===== src/rtl/mem_port_arbiter.sv =====
// mem_port_arbiter: shares one RAM port between instruction fetch (IF) and load/store data (D).
// Ports:
//   clk_i, reset_i                 clock (rising edge) and synchronous active-high reset
//   if_req_i, if_addr_i            fetch request (held until if_done_o) and word address
//   if_done_o, if_err_o, if_rdata_o fetch completion pulse, error flag, fetched word
//   d_req_i, d_we_i, d_size_i      data request (held until d_done_o), store flag, size
//   d_addr_i, d_wdata_i            data address and store data
//   d_done_o, d_err_o, d_rdata_o   data completion pulse, error flag, load data
//   mfa_o, mop_o, msize_o          RAM strobe, write flag, access size
//   maddr_o, mwdata_o              latched RAM address and write data
//   mrdata_i, mfc_i                RAM read data and completion handshake
module mem_port_arbiter #(
    parameter int STARVE_LIMIT = 4,
    parameter int TIMEOUT      = 64,
    parameter int CNT_W        = 7
) (
    input  logic        clk_i,
    input  logic        reset_i,
    input  logic        if_req_i,
    input  logic [31:0] if_addr_i,
    output logic        if_done_o,
    output logic        if_err_o,
    output logic [31:0] if_rdata_o,
    input  logic        d_req_i,
    input  logic        d_we_i,
    input  logic [1:0]  d_size_i,
    input  logic [31:0] d_addr_i,
    input  logic [31:0] d_wdata_i,
    output logic        d_done_o,
    output logic        d_err_o,
    output logic [31:0] d_rdata_o,
    output logic        mfa_o,
    output logic        mop_o,
    output logic [1:0]  msize_o,
    output logic [31:0] maddr_o,
    output logic [31:0] mwdata_o,
    input  logic [31:0] mrdata_i,
    input  logic        mfc_i
);
    localparam int SW = $clog2(STARVE_LIMIT + 1);
    localparam logic [SW-1:0] S_MAX = SW'(STARVE_LIMIT);
    localparam logic [CNT_W-1:0] T_LAST = CNT_W'(TIMEOUT - 1);

    typedef enum logic [1:0] {IDLE, ACCESS, WAIT_LOW} state_t;

    state_t      state_q, state_d;
    logic        mfa_q, mfa_d;
    logic        mop_q, mop_d;
    logic [1:0]  msize_q, msize_d;
    logic [31:0] maddr_q, maddr_d;
    logic [31:0] mwdata_q, mwdata_d;
    logic        if_done_q, if_done_d;
    logic        if_err_q, if_err_d;
    logic [31:0] if_rdata_q, if_rdata_d;
    logic        d_done_q, d_done_d;
    logic        d_err_q, d_err_d;
    logic [31:0] d_rdata_q, d_rdata_d;
    logic [SW-1:0]    starve_q, starve_d;
    logic [CNT_W-1:0] tcnt_q, tcnt_d;
    logic        gnt_d_q, gnt_d_d;

    logic d_mis, if_mis, arb_ok, d_win, if_win;

    assign d_mis  = (d_size_i == 2'b01 && d_addr_i[0]) || (d_size_i[1] && d_addr_i[1:0] != 2'b00);
    assign if_mis = if_addr_i[1:0] != 2'b00;
    // A requester still holds req during the cycle its done pulse is visible,
    // so arbitration is suppressed then to avoid serving it twice.
    assign arb_ok = !(if_done_q || d_done_q);
    assign d_win  = arb_ok && d_req_i && !(if_req_i && starve_q == S_MAX);
    assign if_win = arb_ok && !d_win && if_req_i;

    always_comb begin
        state_d    = state_q;
        mfa_d      = mfa_q;
        mop_d      = mop_q;
        msize_d    = msize_q;
        maddr_d    = maddr_q;
        mwdata_d   = mwdata_q;
        if_done_d  = 1'b0;
        if_err_d   = 1'b0;
        if_rdata_d = if_rdata_q;
        d_done_d   = 1'b0;
        d_err_d    = 1'b0;
        d_rdata_d  = d_rdata_q;
        starve_d   = starve_q;
        tcnt_d     = tcnt_q;
        gnt_d_d    = gnt_d_q;
        case (state_q)
            IDLE: begin
                if (d_win && d_mis) begin
                    d_done_d = 1'b1;
                    d_err_d  = 1'b1;
                end else if (d_win) begin
                    gnt_d_d  = 1'b1;
                    maddr_d  = d_addr_i;
                    mwdata_d = d_wdata_i;
                    mop_d    = d_we_i;
                    msize_d  = d_size_i;
                    mfa_d    = 1'b1;
                    tcnt_d   = '0;
                    state_d  = ACCESS;
                    starve_d = !if_req_i ? '0 : (starve_q == S_MAX ? starve_q : starve_q + 1'b1);
                end else if (if_win && if_mis) begin
                    if_done_d = 1'b1;
                    if_err_d  = 1'b1;
                end else if (if_win) begin
                    gnt_d_d  = 1'b0;
                    maddr_d  = if_addr_i;
                    mop_d    = 1'b0;
                    msize_d  = 2'b10;
                    mfa_d    = 1'b1;
                    tcnt_d   = '0;
                    state_d  = ACCESS;
                    starve_d = '0;
                end
            end
            ACCESS: begin
                tcnt_d = tcnt_q + 1'b1;
                if (mfc_i || tcnt_q == T_LAST) begin
                    mfa_d     = 1'b0;
                    state_d   = WAIT_LOW;
                    d_done_d  = gnt_d_q;
                    if_done_d = !gnt_d_q;
                    d_err_d   = gnt_d_q && !mfc_i;
                    if_err_d  = !gnt_d_q && !mfc_i;
                    if (mfc_i && !gnt_d_q)
                        if_rdata_d = mrdata_i;
                    if (mfc_i && gnt_d_q && !mop_q)
                        d_rdata_d = mrdata_i;
                end
            end
            WAIT_LOW: begin
                if (!mfc_i)
                    state_d = IDLE;
            end
            default: state_d = IDLE;
        endcase
    end

    always_ff @(posedge clk_i) begin
        if (reset_i) begin
            state_q    <= IDLE;
            mfa_q      <= 1'b0;
            mop_q      <= 1'b0;
            msize_q    <= 2'b00;
            maddr_q    <= '0;
            mwdata_q   <= '0;
            if_done_q  <= 1'b0;
            if_err_q   <= 1'b0;
            if_rdata_q <= '0;
            d_done_q   <= 1'b0;
            d_err_q    <= 1'b0;
            d_rdata_q  <= '0;
            starve_q   <= '0;
            tcnt_q     <= '0;
            gnt_d_q    <= 1'b0;
        end else begin
            state_q    <= state_d;
            mfa_q      <= mfa_d;
            mop_q      <= mop_d;
            msize_q    <= msize_d;
            maddr_q    <= maddr_d;
            mwdata_q   <= mwdata_d;
            if_done_q  <= if_done_d;
            if_err_q   <= if_err_d;
            if_rdata_q <= if_rdata_d;
            d_done_q   <= d_done_d;
            d_err_q    <= d_err_d;
            d_rdata_q  <= d_rdata_d;
            starve_q   <= starve_d;
            tcnt_q     <= tcnt_d;
            gnt_d_q    <= gnt_d_d;
        end
    end

    assign mfa_o      = mfa_q;
    assign mop_o      = mop_q;
    assign msize_o    = msize_q;
    assign maddr_o    = maddr_q;
    assign mwdata_o   = mwdata_q;
    assign if_done_o  = if_done_q;
    assign if_err_o   = if_err_q;
    assign if_rdata_o = if_rdata_q;
    assign d_done_o   = d_done_q;
    assign d_err_o    = d_err_q;
    assign d_rdata_o  = d_rdata_q;
endmodule


===== config.mk =====
export PLATFORM = sky130hd
export DESIGN_NAME = mem_port_arbiter
export DESIGN_NICKNAME = d
export VERILOG_FILES = /design/src/rtl/mem_port_arbiter.sv
export SDC_FILE = /design/constraint.sdc
export NUM_CORES = 1
export LEC_CHECK = 0
export ABC_CLOCK_PERIOD_IN_PS = 2450
export CAP_MARGIN = 5
export CORE_AREA = 10 10 113 115
export DETAILED_ROUTE_END_ITERATION = 6
export DIE_AREA = 0 0 123 125
export DONT_BUFFER_PORTS = 1
export PLACE_DENSITY = 0.69
export RECOVER_POWER = 25
export SLEW_MARGIN = 10
export SYNTH_ARGS = -nofsm -noshare
export SYNTH_HDL_FRONTEND = slang
export SYNTH_SLANG_ARGS = --single-unit

===== constraint.sdc =====
create_clock -name clk_i -period 2.45 [get_ports clk_i]
set_input_delay 0.1225 -clock clk_i [delete_from_list [all_inputs] [get_ports clk_i]]
set_output_delay 0.1225 -clock clk_i [all_outputs]
set_load 0.02 [all_outputs]

## Yosys cells after proc, flatten, opt, wreduce, memory -nomap -nowiden

Index checks and enable logic that the tools add are counted.

| cells by class | value |
|---|---|
| add/subtract/negate cells | 2 |
| eq/ne operators | 12 |
| mux-type cells | 45 |
| bitwise gates (word level) | 1 |
| reductions and logical operators | 36 |

Operators with widths:

| kind | count |
|---|---|
| two-way mux 32 bit | 3 |
| two-way mux 7 bit | 4 |
| two-way mux 2 bit | 9 |
| two-way mux 1 bit | 17 |
| two-way mux 3 bit | 5 |
| AND reduction 5 bit | 3 |
| logical AND 1 bit | 14 |
| one-hot mux 7 bit (2 select lines) | 1 |
| one-hot mux 1 bit (2 select lines) | 5 |
| inequality test 3 bit, second input constant | 3 |
| AND reduction 3 bit | 3 |
| inequality test 2 bit, second input constant | 4 |
| AND reduction 4 bit | 2 |
| nonzero test 2 bit | 4 |
| adder 7 x 1 -> 7 bit, second input constant | 1 |
| == test 7 x 6 -> 1 bit, second input constant | 1 |
| zero test 1 bit | 6 |
| one-hot mux 2 bit (3 select lines) | 1 |
| == test 2 x 1 -> 1 bit, second input constant | 2 |
| adder 3 x 1 -> 3 bit, second input constant | 1 |
| == test 3 bit, second input constant | 1 |
| logical OR 1 bit | 3 |
| == test 2 bit, second input constant | 1 |
| zero test 2 bit | 1 |
| inverter 1 bit | 1 |

| word-level totals | value |
|---|---|
| bits in registers | 149 |
| input port bits | 136 |
| output and inout bits | 136 |
| logic and storage cells | 111 |

## Depth between registers and ports, before layout

| depth | value |
|---|---|
| word-level depth | 12 |
| gate-level depth with buffers | 9 |
| gate-level depth less buffers | 7 |

## Least setup slack after synthesis

No wires, ideal clock.

| timing path | value |
|---|---|
| path type | reg2reg |
| start point | register starve_q[0] |
| end point | register maddr_q[10] (netlist: maddr_o[10]) |
| library setup time | 86 ps |
| arrival | 1,614 ps |
| required time | 2,364 ps |
| path slack | 750 ps |
| cell stages (with the launch flop) | 9 |
| path buffers | 2 |
| clock period less this slack | 1,700 ps |
| path through | dfxtp_1 > inv_1 > ha_1 > a21bo_2 > and3_1 > o21a_1 > buf_4 > buf_2 > a211oi_1 |

| between the ends | value |
|---|---|
| longest elaborated chain between the ends | 10 |
| elaborated cells between the ends (all ways) | 14 |
| those cells by class | eq/ne (2); mux (1); bitwise (1); reduce/logical (10) |

RTL lines:

| what | line | RTL |
|---|---|---|
| start: declaration | 58 | `logic [SW-1:0] starve_q, starve_d;` |
| start signal: assignment | 170 | `starve_q <= starve_d;` |
| == test 3 bit (*) | 69 | `assign d_win = arb_ok && d_req_i && !(if_req_i && starve_q == S_MAX);` |
| logical AND 1 bit (*) | 69 |  |
| zero test 1 bit (*) | 69 |  |
| logical AND 1 bit (*) | 69 |  |
| zero test 1 bit | 70 | `assign if_win = arb_ok && !d_win && if_req_i;` |
| logical AND 1 bit (2 in a row) | 70 |  |
| logical AND 1 bit | 103 | `end else if (if_win && if_mis) begin` |
| inequality test 2 bit (no source line) | - |  |
| AND reduction 4 bit (no source line) | - |  |
| end signal: assignment | 162 | `maddr_q <= maddr_d;` |
| end: declaration | 50 | `logic [31:0] maddr_q, maddr_d;` |

Every way passes the cells marked *; elsewhere a longest branch is shown, timed or not.
A chain may end at the register's enable or synchronous reset.

## Final worst setup path

Ends and elaborated chain as after synthesis.

==> flow_summary_export.csv <==
group,metric,value,unit
status,status,"complete, no violations",
critical_path,cp_top_family,"buffers and inverters",
global_routing,grt_max_degree,132,
timing,setup_viol,0,
pwr,cellPowerDensity,791,nW/um^2
floorplanning,core-area,10600,um^2
floorplanning,fp-row-count,38,
timing,drv_slew,0,
logic_synthesis,async_reset_ff_share,0,%
flow_run,cap_violations,0,
detailed_routing,routed_via_density,5.76,
detailed_routing,drcViolationCount,0,
critical_path,slowest_stage,"dlygate4sd3_1",
detailed_routing,first_iter_violations,573,
critical_path,cp-start-kind,"flip-flop",
critical_path,rr_worst_depth,9,
placed_design,dpl.hpwl,12100,um
global_routing,grt_pass1_vias,5310,
clock_tree,cts_buffer_depth,2,
floorplanning,ios,272,
logic_synthesis,synth.yosys.warnings,0,
logic_synthesis,netlist_instances,679,
timing,relSlewSlack,52.4,%
logic_synthesis,yosys.area.top_type_share,52.7,%
pwr,p_leak,2.85,nW
critical_path,cp_num_buf_inv,3,
final_layout,nets,931,
timing,fmax,423,MHz
critical_path,crit_path_end_kind,"flip-flop",
final_layout,final_layout_size_suffix_gt1_share,6.72,%
logic_synthesis,netlist_area,5660,um^2
critical_path,critical_path_class,"reg -> reg",
floorplanning,fp.dieW,123,um
clock_tree,root_buffer,"clkbuf_8",
global_routing,antenna_found_initial,1,
pwr,peakVddDrop,0.412,mV
timing,rsz0062_at_grt,"no",
timing,hold_viol,0,
clock_tree,clkTransAtPathRegs,60,ps
logic_synthesis,synthTopCellsByArea,"dfxtp_1 53%, nand2_1 14%, a21oi_1 9.6%, mux2i_1 5.8%, a211oi_1 4.2%",
global_routing,grt_pass1_wl,29900,um
detailed_routing,wl_per_cell,21.2,um
pwr,finalPower,0.00610,W
critical_path,critPathRequiredTime,2900,ps
min_path,hp-class,"in -> reg",
detailed_routing,ant_nets,0,
placed_design,place.gp.congestion,0.848,
clock_tree,cts_sinks,149,
floorplanning,fp.dieH,125,um
clock_tree,cts_tree,"yes",
detailed_routing,routed_wl,20000,um
logic_synthesis,synth_edf_count,0,
timing,fin_crit,2360,ps
logic_synthesis,syn_avg_cell_area,8.34,um^2
critical_path,critPathMaxStageDelay,610,ps
timing,fin_skew,7.33,ps
detailed_routing,dr.pass1.iters,5,
logic_synthesis,ys.flop_type,"dfxtp_1",
logic_synthesis,synth_top_cell_by_area,"dfxtp_1",
timing,fin_tns_setup,0,ps
timing,min_period_over_period,96.5,%
logic_synthesis,synth-seq-cells,149,
critical_path,critical_path_cell_count,9,
floorplanning,start_util,53.4,%
critical_path,crit_fanout,17,
clock_tree,cts.htree.levels,4,
placed_design,io_buffer_count,0,
global_routing,grt_util_all_layers,24.3,%
timing,worst_pin_slew,709,ps
detailed_routing,vias,5445,
logic_synthesis,ys_seq_area_share,52.7,%
logic_synthesis,synth_nets,818,
clock_tree,clk_latency,520,ps
timing,whs,59.5,ps
logic_synthesis,synth.distinct_cells,36,
min_path,holdPathStages,2,
floorplanning,dieArea,15400,um^2
critical_path,cp.arrival,2820,ps
clock_tree,cts_buffers,17,
final_layout,syn2layout_area_growth,36.1,%
critical_path,crit_chain,"inv_1, ha_1, nand3_1, o211a_4, o21a_4, buf_12, nor2_2, a211oi_2, dlygate4sd3_1",
global_routing,overflow,0,
==> through the flow <==
step | utilization (%) | std cells | setup WS [ps] | cell area (um^2)
after floorplan | - | 679 | 750 | 5660
after global placement | 53.8 | 779 | 566 | 5700
after detailed placement | 53.8 | 779 | 451 | 5700
after CTS | 71.8 | 942 | 65.4 | 7610
after global routing | 72.7 | 945 | 24.3 | 7700
final | 72.7 | 945 | 85.5 | 7700
==> worst paths after layout <==
| check | start | endpoint | slack [ps] |
|---|---|---|---|
| setup / recovery | starve_q[0] | maddr_o[10] | 90 |
| hold reg to reg | starve_q[0] | starve_q[0] | 490 |
| hold / removal | reset_i | if_rdata_o[22] | 60 |
| setup reg to reg | starve_q[0] | maddr_o[10] | 90 |
==> area by class of cell <==
type | instances | area (um^2)
Antenna cell | 1 | 2.50
Clock buffer | 20 | 445
Clock inverter | 11 | 128
Fill cell | 709 | 2900
Inverter | 7 | 26.3
Multi-Input combinational cell | 475 | 2470
Sequential cell | 149 | 2980
Tap cell | 140 | 175
Timing Repair Buffer | 142 | 1480
==> synth_stat cells, drive strengths merged (2+ instances only) <==
cell type,count
dfxtp,149
nand4,2
nor3b,3
a22oi,3
nor2,47
a21oi,109
nand2,205
a211oi,32
a31oi,2
nand4b,3
or3,5
nor3,3
and3,2
nand3,5
buf,23
mux2i,33
clkbuf,25
o21ai,6
inv,7
ha,3
==> power by group <==
group / internal, W / switching (W)
clock network: 0.00150 / 0.00101
logic: 0.000373 / 0.000381
registers: 0.00256 / 0.000274
total: 0.00443 / 0.00167
==> timing repair <==
item                                   4_1_cts  5_1_grt
buffers inserted                             0        0
setup endpoints to repair                    0       31
resized for setup                            0        9
endpoints found under the hold margin      149        0
hold buffers                               132        0
==> cells in the final DEF (no fill, tap or decap), drive strengths merged, types with 3 or more instances in the layout <==
| cell type | count |
|---|---|
| clkbuf | 22 |
| nand2 | 205 |
| nor3b | 3 |
| dlygate4sd3 | 131 |
| clkinvlp | 3 |
| a21oi | 109 |
| ha | 3 |
| mux2i | 33 |
| nand3 | 5 |
| or3 | 5 |
| buf | 9 |
| o21ai | 6 |
| a211oi | 32 |
| a22oi | 3 |
| clkinv | 5 |
| dfxtp | 149 |
| nand4b | 3 |
| nor2 | 47 |
| nor3 | 3 |
| inv | 8 |
==> cells by family after synthesis <==
logic type / count (synthesis) / share of synthesized area, %
flip-flops: 149 / 52.7
AO/OA/AOI/OAI: 159 / 16.2
buffers and inverters: 55 / 4.46
multiplexers: 33 / 5.83
adder cells (fa/ha/maj): 3 / 0.663
AND/OR/NAND/NOR: 280 / 20.2
==> layer usage <==
metal / track usage [%] / part of all wire (%) / routed length (um) / vias up
met5: 0 / 0 / 0 / -
met2: 40.2 / 49 / 9880 / 345
li1: - / - / - / 2512
met1: 25.6 / 34 / 6870 / 2528
met4: 11.4 / 3.9 / 789 / 0
met3: 11.3 / 12 / 2450 / 60
==> state kept, by name, summed over array words and instances (netlist names) <==
signal / cells
mop_o: 1
mfa_o: 1
msize_o: 2
if_err_o: 1
if_done_o: 1
starve_q: 3
d_err_o: 1
maddr_o: 32
tcnt_q: 7
mwdata_o: 32
d_done_o: 1
state_q: 2
d_rdata_o: 32
gnt_d_q: 1
if_rdata_o: 32
Power figures use the tool's default switching activity.
